==> src/rtl/fetch_controller.sv <==
// fetch_controller: owns the PC, fetches over a req/ack port and hands instructions to decode
module fetch_controller #(
  parameter int                  PC_WIDTH    = 16,
  parameter int                  INSTR_WIDTH = 16,
  parameter logic [PC_WIDTH-1:0] RESET_PC    = '0,
  parameter int                  PC_INC      = 1
) (
  input  logic                   clk,
  input  logic                   rst_n,
  output logic                   imem_req,
  output logic [PC_WIDTH-1:0]    imem_addr,
  input  logic                   imem_ack,
  input  logic [INSTR_WIDTH-1:0] imem_rdata,
  input  logic                   stall,
  input  logic                   branch_taken,
  input  logic [PC_WIDTH-1:0]    branch_target,
  output logic [INSTR_WIDTH-1:0] instruction,
  output logic [PC_WIDTH-1:0]    Next_PC,
  output logic                   if_valid
);
  typedef enum logic {FETCH, DRAIN} state_t;
  state_t                 state, state_nx;
  logic [PC_WIDTH-1:0]    pc, pc_nx, pending_target, pending_nx, npc_nx, pc_inc;
  logic [INSTR_WIDTH-1:0] instr_nx;
  logic                   busy, busy_nx, valid_nx;
  // busy marks a FETCH request already presented but not yet acked, so it must be held
  assign imem_req  = rst_n & ((state == DRAIN) | busy | !if_valid | !stall);
  assign imem_addr = pc;
  assign pc_inc    = pc + PC_WIDTH'(PC_INC);
  // next-state: redirects win over accept/stall; in-flight redirects wait in DRAIN for the ack
  always_comb begin
    state_nx   = state;
    pc_nx      = pc;
    pending_nx = pending_target;
    busy_nx    = busy;
    instr_nx   = instruction;
    npc_nx     = Next_PC;
    valid_nx   = if_valid & stall;
    if (state == DRAIN) begin
      valid_nx   = 1'b0;
      pending_nx = branch_taken ? branch_target : pending_target;
      if (imem_ack) begin
        pc_nx    = branch_taken ? branch_target : pending_target;
        state_nx = FETCH;
      end
    end else if (branch_taken) begin
      valid_nx = 1'b0;
      busy_nx  = 1'b0;
      if (imem_req && !imem_ack) begin
        pending_nx = branch_target;
        state_nx   = DRAIN;
      end else begin
        pc_nx = branch_target;
      end
    end else if (imem_req && imem_ack) begin
      instr_nx = imem_rdata;
      npc_nx   = pc_inc;
      pc_nx    = pc_inc;
      valid_nx = 1'b1;
      busy_nx  = 1'b0;
    end else begin
      busy_nx = imem_req;
    end
  end
  // state and output registers; async reset abandons any in-flight access
  always_ff @(posedge clk or negedge rst_n) begin
    if (!rst_n) begin
      state          <= FETCH;
      pc             <= RESET_PC;
      pending_target <= '0;
      busy           <= 1'b0;
      instruction    <= '0;
      Next_PC        <= RESET_PC;
      if_valid       <= 1'b0;
    end else begin
      state          <= state_nx;
      pc             <= pc_nx;
      pending_target <= pending_nx;
      busy           <= busy_nx;
      instruction    <= instr_nx;
      Next_PC        <= npc_nx;
      if_valid       <= valid_nx;
    end
  end
endmodule

==> config.mk <==
export PLATFORM = sky130hd
export DESIGN_NAME = fetch_controller
export DESIGN_NICKNAME = d
export VERILOG_FILES = /design/src/rtl/fetch_controller.sv
export SDC_FILE = /design/constraint.sdc
export NUM_CORES = 1
export LEC_CHECK = 0
export CORE_MARGIN = 2
export CORE_UTILIZATION = 55
export CTS_BUF_LIST = sky130_fd_sc_hd__clkbuf_16
export CTS_CLUSTER_SIZE = 40
export DETAILED_ROUTE_END_ITERATION = 8
export DONT_BUFFER_PORTS = 1
export GPL_TIMING_DRIVEN = 0
export PLACE_DENSITY = 0.8
export SYNTH_ARGS = -nofsm -noshare
export SYNTH_HDL_FRONTEND = slang
export SYNTH_SLANG_ARGS = --single-unit
==> constraint.sdc <==
create_clock -name clk -period 1.7 [get_ports clk]
set_input_delay 0.34 -clock clk [delete_from_list [all_inputs] [get_ports clk]]
set_output_delay 0.34 -clock clk [all_outputs]
set_load 0.01 [all_outputs]
* Word-level counts from Yosys, hierarchy flattened
Index checks and enable logic that the tools add are counted.
Cells by class: $add $sub $neg 1, eq/ne operators 2, muxes and demuxes 18, bitwise operators 7, reductions and logical operators 11
Operator list (number):
- 16-bit two-way mux | 9
- 16-bit by 1-bit adder with 16-bit output, second input constant | 1
- 1-bit two-way mux | 9
- 3-bit AND reduction | 2
- 2-bit nonzero test | 2
- 1-bit logical NOT | 3
- 3-bit inequality test, second input constant | 1
- 1-bit OR | 3
- 3-bit nonzero test | 1
- 1-bit bitwise AND | 2
- 1-bit logical AND | 2
- 2-bit inequality test, second input constant | 1
- 1-bit inverter | 2
- 2-bit AND reduction | 1
Word-level totals: register bits 67, input bits 37, output and inout bits 50

* Logic depth before layout (Yosys ltp)
Gate-level depths: netlist of the first run.
depth in word-level cells 8, depth in mapped cells 6, gate-level depth less buffers 5

* Worst setup path before layout of the first run
OpenSTA, ideal clock, no wires.
kind reg-to-reg, from reg pc[3], in the netlist imem_addr[3], to reg pc[15], in the netlist imem_addr[15], setup time 122 ps, arrival 1584 ps, required time 1578 ps, path slack -5 ps, stages on the path, launching flop included 7, path buffers 2, period minus slack after synthesis 1705 ps, path through dfrtp_1 buf_4 and4_1 buf_6 nand2_4 or4_1 a32o_1
On the way: cells in the longest elaborated chain, start to end 4
Ends and longest elaborated chain:
- start: declaration | line 23 | logic [PC_WIDTH-1:0] pc, pc_nx, pending_target, pending_nx, npc_nx, pc_inc;
- start signal: assignment | line 77 | pc <= pc_nx;
- 16-bit by 1-bit adder with 16-bit output | line 29 | assign pc_inc = pc + PC_WIDTH'(PC_INC);
- 16-bit two-way mux | line 55 | end else if (imem_req && imem_ack) begin
- 16-bit two-way mux | line 46 | end else if (branch_taken) begin
- 16-bit two-way mux | line 39 | if (state == DRAIN) begin
Every way passes these cells. The select of a mux whose other input is x is not followed. A chain may end at the register's enable or synchronous reset.

* Final worst setup path of the first run
Same ends and word-level chain as after synthesis.

==> results.json, run 1 <==
{
  "die-height_microns": 81.4,
  "worstSetupEndpointType": "register",
  "required_ps": 1910,
  "clock_sinks": 67,
  "drtIter0Drc": 205,
  "leakagePower_nw": 1.64,
  "grt_pass1_vias": 2512,
  "fin_ws_ps": -68.5,
  "synth_edf_count": 0,
  "dr_total_vias": 2684,
  "gp_congestion": 0.944,
  "crit_end": "imem_addr[15]",
  "yosys-top-cells-area": "dfrtp_1 (51%), nand2_1 (8.7%), mux2_2 (6.2%), o21ai_0 (3.5%), xnor2_1 (1.9%)",
  "ios": 87,
  "area_growth_pct": 16.6,
  "clock_path_buffers": 2,
  "critPathKind": "reg -> reg",
  "finalCritPeriodShare": 1.04,
  "fp.dieArea_sq_um": 6620,
  "vdd_drop_max_mv": 0.656,
  "r2r_setup_slack_ps": -70,
  "synth_largest_area_cell": "dfrtp_1",
  "clk_latency_ps": 330,
  "outcome": "finished, violations left",
  "fp-row-count": 28,
  "setup_violations": 1,
  "synth_most_common_cell": "nand2_1",
  "cts.clk_slew.worst_paths_ps": 50,
  "p_per_area_nw_per_um2": 1250,
  "regToRegEndpoint": "imem_addr[15]",
  "diodes": 0,
  "pre_cts_ws_ps": -283,
  "power_w": 0.00481,
  "post-dp-hpwl_microns": 5700,
  "slew_headroom": 0.657,
  "syn_inst": 331,
  "tightest_slew_ps": 509,
  "grt_pass1_wl_microns": 12500,
  "drv_cap": 0,
  "yosys-top-cells-count": "nand2_1 (76), dfrtp_1 (67), o21ai_0 (23)",
  "start_util": 0.563,
  "detail_route.wl_per_cell_microns": 19.0,
  "fin_skew_ps": 5.93,
  "placed_cell_area_sq_um": 3390,
  "r2r_cells": 6,
  "ant_nets": 0,
  "syn_area_sq_um": 3290,
  "root_buffer": "clkbuf_16",
  "ys_seq_area_frac": 0.509,
  "syn_nets": 369,
  "grt_use_met1": 0.330,
  "stdcell_count": 431,
  "ys.flop_type": "dfrtp_1",
  "rsz0062_at_grt": "true",
  "fin_hold_ws_ps": -294,
  "met3_usage": 0.0967,
  "portBuffers": 0,
  "avgSynthCellArea_sq_um": 9.95,
  "hold_class": "in -> async",
  "vias_per_cell": 6.23,
  "r2r_start": "imem_addr[3]",
  "coreArea_sq_um": 5850,
  "async_flop_share": 1.00,
  "finalNetCount": 390,
  "grt_max_degree": 74,
  "antenna_found_initial": 0,
  "cp-start-kind": "register",
  "die_x_microns": 81.4,
  "cts_max_level": 3,
  "cts_inserted_buffers": 9,
  "yosysUniqueCellTypes": 52,
  "use_met2": 0.383,
  "routed_wirelength_microns": 8190,
  "ys_warn_count": 0,
  "slew_viol_final": 0,
  "yosysTopAreaCellShare": 0.509,
  "drc": 0,
  "dp.cells": 406,
  "final_area_sq_um": 3840,
  "grt_remaining_overflow": 0,
  "drive_above_1_share": 0.239,
  "period_needed_ps": 1770,
  "top_usage_layer": "met2",
  "fillCellCount": 436,
  "cp_max_fo": 4,
  "fmax_mhz": 565,
  "violations": "negative hold slack, negative setup slack",
  "finalHoldViolCount": 67,
  "arrival_ps": 1980,
  "startpoint": "imem_addr[3]",
  "grtUsageTotal": 0.255,
  "tritoncts": "yes",
  "first_pass_iters": 6,
  "ys_ff_latch": 67
}
per-layer routing:
layer  wire [microns]  up-vias  share of wire
met3              814       15          0.099
met5                0        -              0
li1                 -     1234              -
met1             3310     1306           0.40
met2             3890      129           0.47
met4              175        0          0.021
where the power goes:
group          internal [W]  switching [W]  total [W]
Sequential          0.00195       0.000441    0.00239
Combinational      0.000420       0.000439   0.000859
Clock              0.000949       0.000609    0.00156
repair_timing:
item	in CTS	in global routing
resized for setup	22	16
hold endpoints to repair	67	67
setup endpoints to repair	58	51
pin swaps	2	2
buffers inserted	7	5
flip-flops by register name, summed over array words and instances (netlist names):
register / flops
instruction: 16
Next_PC: 16
busy: 1
state: 1
imem_addr: 16
if_valid: 1
pending_target: 16
per-stage QoR:
| stage | setup TNS (ps) | util |
|---|---|---|
| after floorplan | 0 | - |
| after global placement | -4950 | 0.579 |
| after detailed placement | -7620 | 0.579 |
| after CTS | -117 | 0.643 |
| after global routing | -295 | 0.656 |
| final | -68.5 | 0.656 |
cell families (layout without fill, tap and decap cells):
group,after synthesis,count (layout),share of synthesized area
AND/OR/NAND/NOR,126,126,0.177
AO/OA/AOI/OAI,80,80,0.166
flip-flops,67,67,0.509
buffers and inverters,23,48,0.0346
multiplexers,22,22,0.0775
XOR/XNOR,12,12,0.0319
adder cells (fa/ha/maj),1,1,0.00380
cells in the final DEF, fill, tap and decap left out, types with 2 or more instances in the layout:
cell	n
nor2_1	7
clkbuf_2	2
or4_1	2
clkbuf_16	9
clkinv_2	2
o31ai_1	8
a32o_1	5
a31oi_1	4
inv_1	4
clkbuf_1	9
o31a_1	4
dfrtp_1	56
nor2b_1	3
and3_1	2
nand4_1	5
o211ai_1	2
nand2_4	2
o2bb2ai_1	2
o22ai_1	4
o21ai_0	22
clkinv_1	3
a21oi_1	8
nand2_2	2
dfrtp_2	11
a22oi_1	7
mux2_2	18
nand2_1	75
mux2i_1	2
buf_6	4
nand3_1	11
xor2_1	5
o41ai_1	2
and2_1	2
buf_4	13
xnor2_1	7
nor2_4	2
nor3_2	2
layout make-up:
class	count	area [sq um]	area share
tap	75	93.8	0.0244
sequential	67	1690	0.440
multi-input combinational	241	1600	0.415
buffer	18	109	0.0283
inverter	3	11.3	0.00293
clock inverter	6	25.0	0.00652
clock buffer	9	225	0.0587
timing repair buffer	12	90.1	0.0235
worst max-delay path: stages (launching register included):
cell and delay [ps]:
dfrtp_1 420, buf_6 130, and4_1 220, buf_6 120, nand2_4 50, or4_1 470
a32o_1 240
worst min path at each step:
stage	end	cells after the start	start	slack (ps)
after floorplan	Next_PC[0]	0	rst_n	40
after global placement	pending_target[10]	0	rst_n	50
after detailed placement	pending_target[10]	0	rst_n	50
after CTS	pending_target[9]	0	rst_n	-300
after global routing	pending_target[7]	0	rst_n	-300
final	pending_target[10]	0	rst_n	-290
Note: power is estimated with default switching activity, not from simulation.
==> inputs of run 2 (changes only) <==
CTS_CLUSTER_SIZE = not set   (was 40)
clock period = 1.6 ns   (was 1.7 ns; I/O delays follow)
==> run 2 against run 1 <==
  * The run still ends with negative hold slack, negative setup slack left
  * Total power up 10%
  * First-iteration DRC count rose by 20%
  * Via count grew 6.0%
  * Core utilization up 3.2 points
  * Hold slack got worse by 22 ps
  * Clock skew is essentially flat
  * Non-clock buffer count up 10
==> results.json, run 2 (synthesis results as in run 1) <==
{
  "outcome": "finished, violations left",
  "violations": "negative hold slack, negative setup slack",
  "slew_headroom": 0.659,
  "clock_sinks": 67,
  "fillCellCount": 414,
  "drc": 0,
  "cts.clk_slew.worst_paths_ps": 50,
  "portBuffers": 0,
  "hold_class": "in -> async",
  "fin_skew_ps": 6.20,
  "die-height_microns": 81.4,
  "regArea_sq_um": 1690,
  "leakagePower_nw": 1.72,
  "vdd_drop_max_mv": 0.796,
  "dr_total_vias": 2844,
  "start_util": 0.563,
  "cp_max_fo": 8,
  "fp.dieArea_sq_um": 6620,
  "cts_inserted_buffers": 9,
  "drtIter0Drc": 247,
  "vias_per_cell": 6.42,
  "critPathKind": "reg -> reg",
  "first_pass_iters": 5,
  "wl_met3_microns": 1010,
  "fin_hold_ws_ps": -316,
  "layout_commonest_cell": "nand2_1",
  "finalCritPeriodShare": 1.08,
  "final_core_util": 0.688,
  "grt_remaining_overflow": 0,
  "final_area_sq_um": 4030,
  "drv_cap": 0,
  "top_layer_used": "met4",
  "arrival_ps": 1930,
  "drive_above_1_share": 0.313,
  "die_x_microns": 81.4,
  "detail_route.wl_per_cell_microns": 20.2,
  "path_delay_family": "compound AO/OA/AOI/OAI gates",
  "finalHoldViolCount": 67,
  "diodes": 0,
  "wl_met1_microns": 3490,
  "tightest_slew_ps": 507,
  "power_w": 0.00529,
  "clock_path_buffers": 2,
  "setup_violations": 12,
  "post-dp-hpwl_microns": 5780,
  "placed_cell_area_sq_um": 3410,
  "antenna_found_initial": 0,
  "p_per_area_nw_per_um2": 1310,
  "routed_wirelength_microns": 8950,
  "rsz0062_at_grt": "true",
  "grt_pass1_vias": 2600,
  "fmax_mhz": 581,
  "required_ps": 1810,
  "grt_pass1_wl_microns": 13200,
  "fin_ws_ps": -121,
  "wl_met2_microns": 4300,
  "fp-row-count": 28,
  "final_cell_mix": "nand2_1 (75), dfrtp_1 (56), buf_4 (21)",
  "setup_tns_ps": -574,
  "worstSetupEndpointType": "register",
  "critical_path.cell_chain": "or2_2, clkbuf_1, a31oi_1, a21oi_1, o2bb2a_1",
  "slew_viol_final": 0,
  "coreArea_sq_um": 5850,
  "critPathSlowestCell": "dfrtp_2",
  "grt_max_degree": 74,
  "ios": 87,
  "gp_congestion": 0.934,
  "crit_cells": 5,
  "cts_max_level": 3,
  "finalNetCount": 401,
  "ant_nets": 0,
  "critPathMaxStageDelay_ps": 470,
  "tritoncts": "yes",
  "multi_input_area_sq_um": 1680,
  "r2r_cells": 5,
  "period_needed_ps": 1720,
  "area_growth_pct": 22.3,
  "cp-start-kind": "register",
  "root_buffer": "clkbuf_16",
  "grtUsageTotal": 0.272,
  "clk_latency_ps": 330,
  "worst-path-buf-inv": 1
}
run 2: stage by stage:
step | worst slack (ps) | std cells
finish | -121 | 443
floorplan | -48.7 | 331
global placement | -246 | 406
detailed placement | -290 | 406
global route | -157 | 443
CTS | -95.3 | 435
run 2: timing repair:
action	CTS	global route
pin swaps	5	4
gates cloned	0	1
hold endpoints to repair	67	67
resized for setup	27	35
setup buffers	15	7
setup endpoints to repair	60	52
run 2: final timing paths:
| kind | startpoint | end | slack (ps) |
|---|---|---|---|
| worst min-delay path | rst_n | pending_target[10] | -320 |
| worst max-delay path | state | imem_addr[3] | -120 |
| max in group asynchronous | rst_n | state | 1800 |
| worst max register to register | state | imem_addr[3] | -120 |
| min in group clk | imem_ack | state | 50 |
| worst min register to register | pending_target[10] | pending_target[10] | 510 |
run 2: worst reg2reg max path, stage by stage (launching register included):
cell and delay [ps]:
dfrtp_2 470, or2_2 310, clkbuf_1 200, a31oi_1 250, a21oi_1 60, o2bb2a_1 310
run 2: cell type report:
cell class / count / share of cell area
Timing Repair Buffer: 22 / 0.0419
Buffer: 18 / 0.0304
Clock inverter: 7 / 0.00901
Sequential cell: 67 / 0.420
Inverter: 3 / 0.00280
Clock buffer: 9 / 0.0559
Multi-Input combinational cell: 242 / 0.417
Tap cell: 75 / 0.0233
run 2: report_power, final:
group          internal [W]  total (W)  switching, W
Clock               0.00102    0.00171      0.000690
Combinational      0.000506    0.00102      0.000513
Sequential          0.00207    0.00256      0.000491
Total               0.00360    0.00529       0.00169
run 2: routing by layer:
metal | GRT usage | up-vias
li1 | - | 1256
met1 | 0.360 | 1381
met2 | 0.411 | 187
met3 | 0.0844 | 20
met4 | 0.115 | 0
met5 | 0 | -
==> edit: new RTL, flow settings as in run 1 <==
The parameter `PC_WIDTH` goes from 16 to 20.
--- a/src/rtl/fetch_controller.sv
+++ b/src/rtl/fetch_controller.sv
@@ -1,5 +1,5 @@
 // fetch_controller: owns the PC, fetches over a req/ack port and hands instructions to decode
 module fetch_controller #(
-  parameter int                  PC_WIDTH    = 16,
+  parameter int                  PC_WIDTH    = 20,
   parameter int                  INSTR_WIDTH = 16,
   parameter logic [PC_WIDTH-1:0] RESET_PC    = '0,
Interface: changed (resized Next_PC, branch_target and imem_addr); port bits go from 87 to 99. The function was not compared with the original's and may differ.
==> edit against run 1 <==
  * The run still ends with hold timing, setup timing left
  * Synthesized cell count up 20%
  * Sequential share of layout area down 5.4 points
  * Worst setup slack worse by 0.29 ns
  * Synthesized area up 19%
  * Power up 39%
  * Sequential cell count up 12
  * Final area up 34%
  * Maximum frequency down 14%
  * Routed wire length up 60%
  * Critical path type unchanged
  * Critical endpoint is now imem_addr[17]
  * Highest routed layer unchanged
==> edit: results <==
{
  "fin_setup_tns_ns": -10.02,
  "dieArea_um2": 7800,
  "grt_pass1_wl_um": 17100,
  "reg2reg_from": "state",
  "rr_endpoint": "imem_addr[17]",
  "finalHoldViolCount": 79,
  "postPlaceCellArea_um2": 4070,
  "finalSetupViolations": 71,
  "grt_use_met1": 0.356,
  "synth_nets": 440,
  "status": "finished with violations",
  "p_per_area_nw_per_um2": 1300,
  "ctsResizeCount": 69,
  "fin_util": 0.754,
  "yosysSeqAreaShare": 0.506,
  "ys_types": 54,
  "fin_ws_ns": -0.354,
  "drt-pass1-iter-count": 5,
  "cp_max_fo": 6,
  "fillers": 422,
  "vdd_drop_max_v": 0.000769,
  "powerComb_mw": 1.36,
  "hold-worst-slack_ns": -0.311,
  "post_cts_buffers": 12,
  "synthTopCellsByArea": "dfrtp_1 51%, nand2_1 8.1%, mux2_2 6.0%, o21ai_0 3.5%, xnor2_1 2.9%",
  "place_inst": 494,
  "rr_worst_depth": 7,
  "grt_start_max_net_pins": 83,
  "synthAdderAreaFrac": 0.00320,
  "violations": "hold timing, setup timing",
  "seq_power_mw": 2.97,
  "final_nets": 480,
  "slowest_delay_ns": 0.44
}
[edit: changes by cell type after synthesis, moves of 5 or more]
cell            run 1  this run
a21oi_1             9        17
a22oi_1             8         0
a32o_1              5         0
buf_2               1         6
dfrtp_1            67        79
nand2_1            76        84
nand3_1            12         6
nor2_1              7        30
o22ai_1             4         9
o31ai_1             8         2
xnor2_1             7        13
[edit: layer usage]
| metal | share of wire | up-vias |
|---|---|---|
| met5 | 0 | - |
| met4 | 0.054 | 0 |
| met3 | 0.10 | 79 |
| met2 | 0.49 | 291 |
| met1 | 0.36 | 1774 |
| li1 | - | 1490 |
[edit: area by class of cell]
| class | count | area share |
|---|---|---|
| Tap cell | 96 | 0.0233 |
| Sequential cell | 79 | 0.386 |
| Inverter | 6 | 0.00510 |
| Timing Repair Buffer | 30 | 0.0610 |
| Buffer | 22 | 0.0384 |
| Multi-Input combinational cell | 290 | 0.416 |
| Clock inverter | 7 | 0.0265 |
| Clock buffer | 9 | 0.0437 |
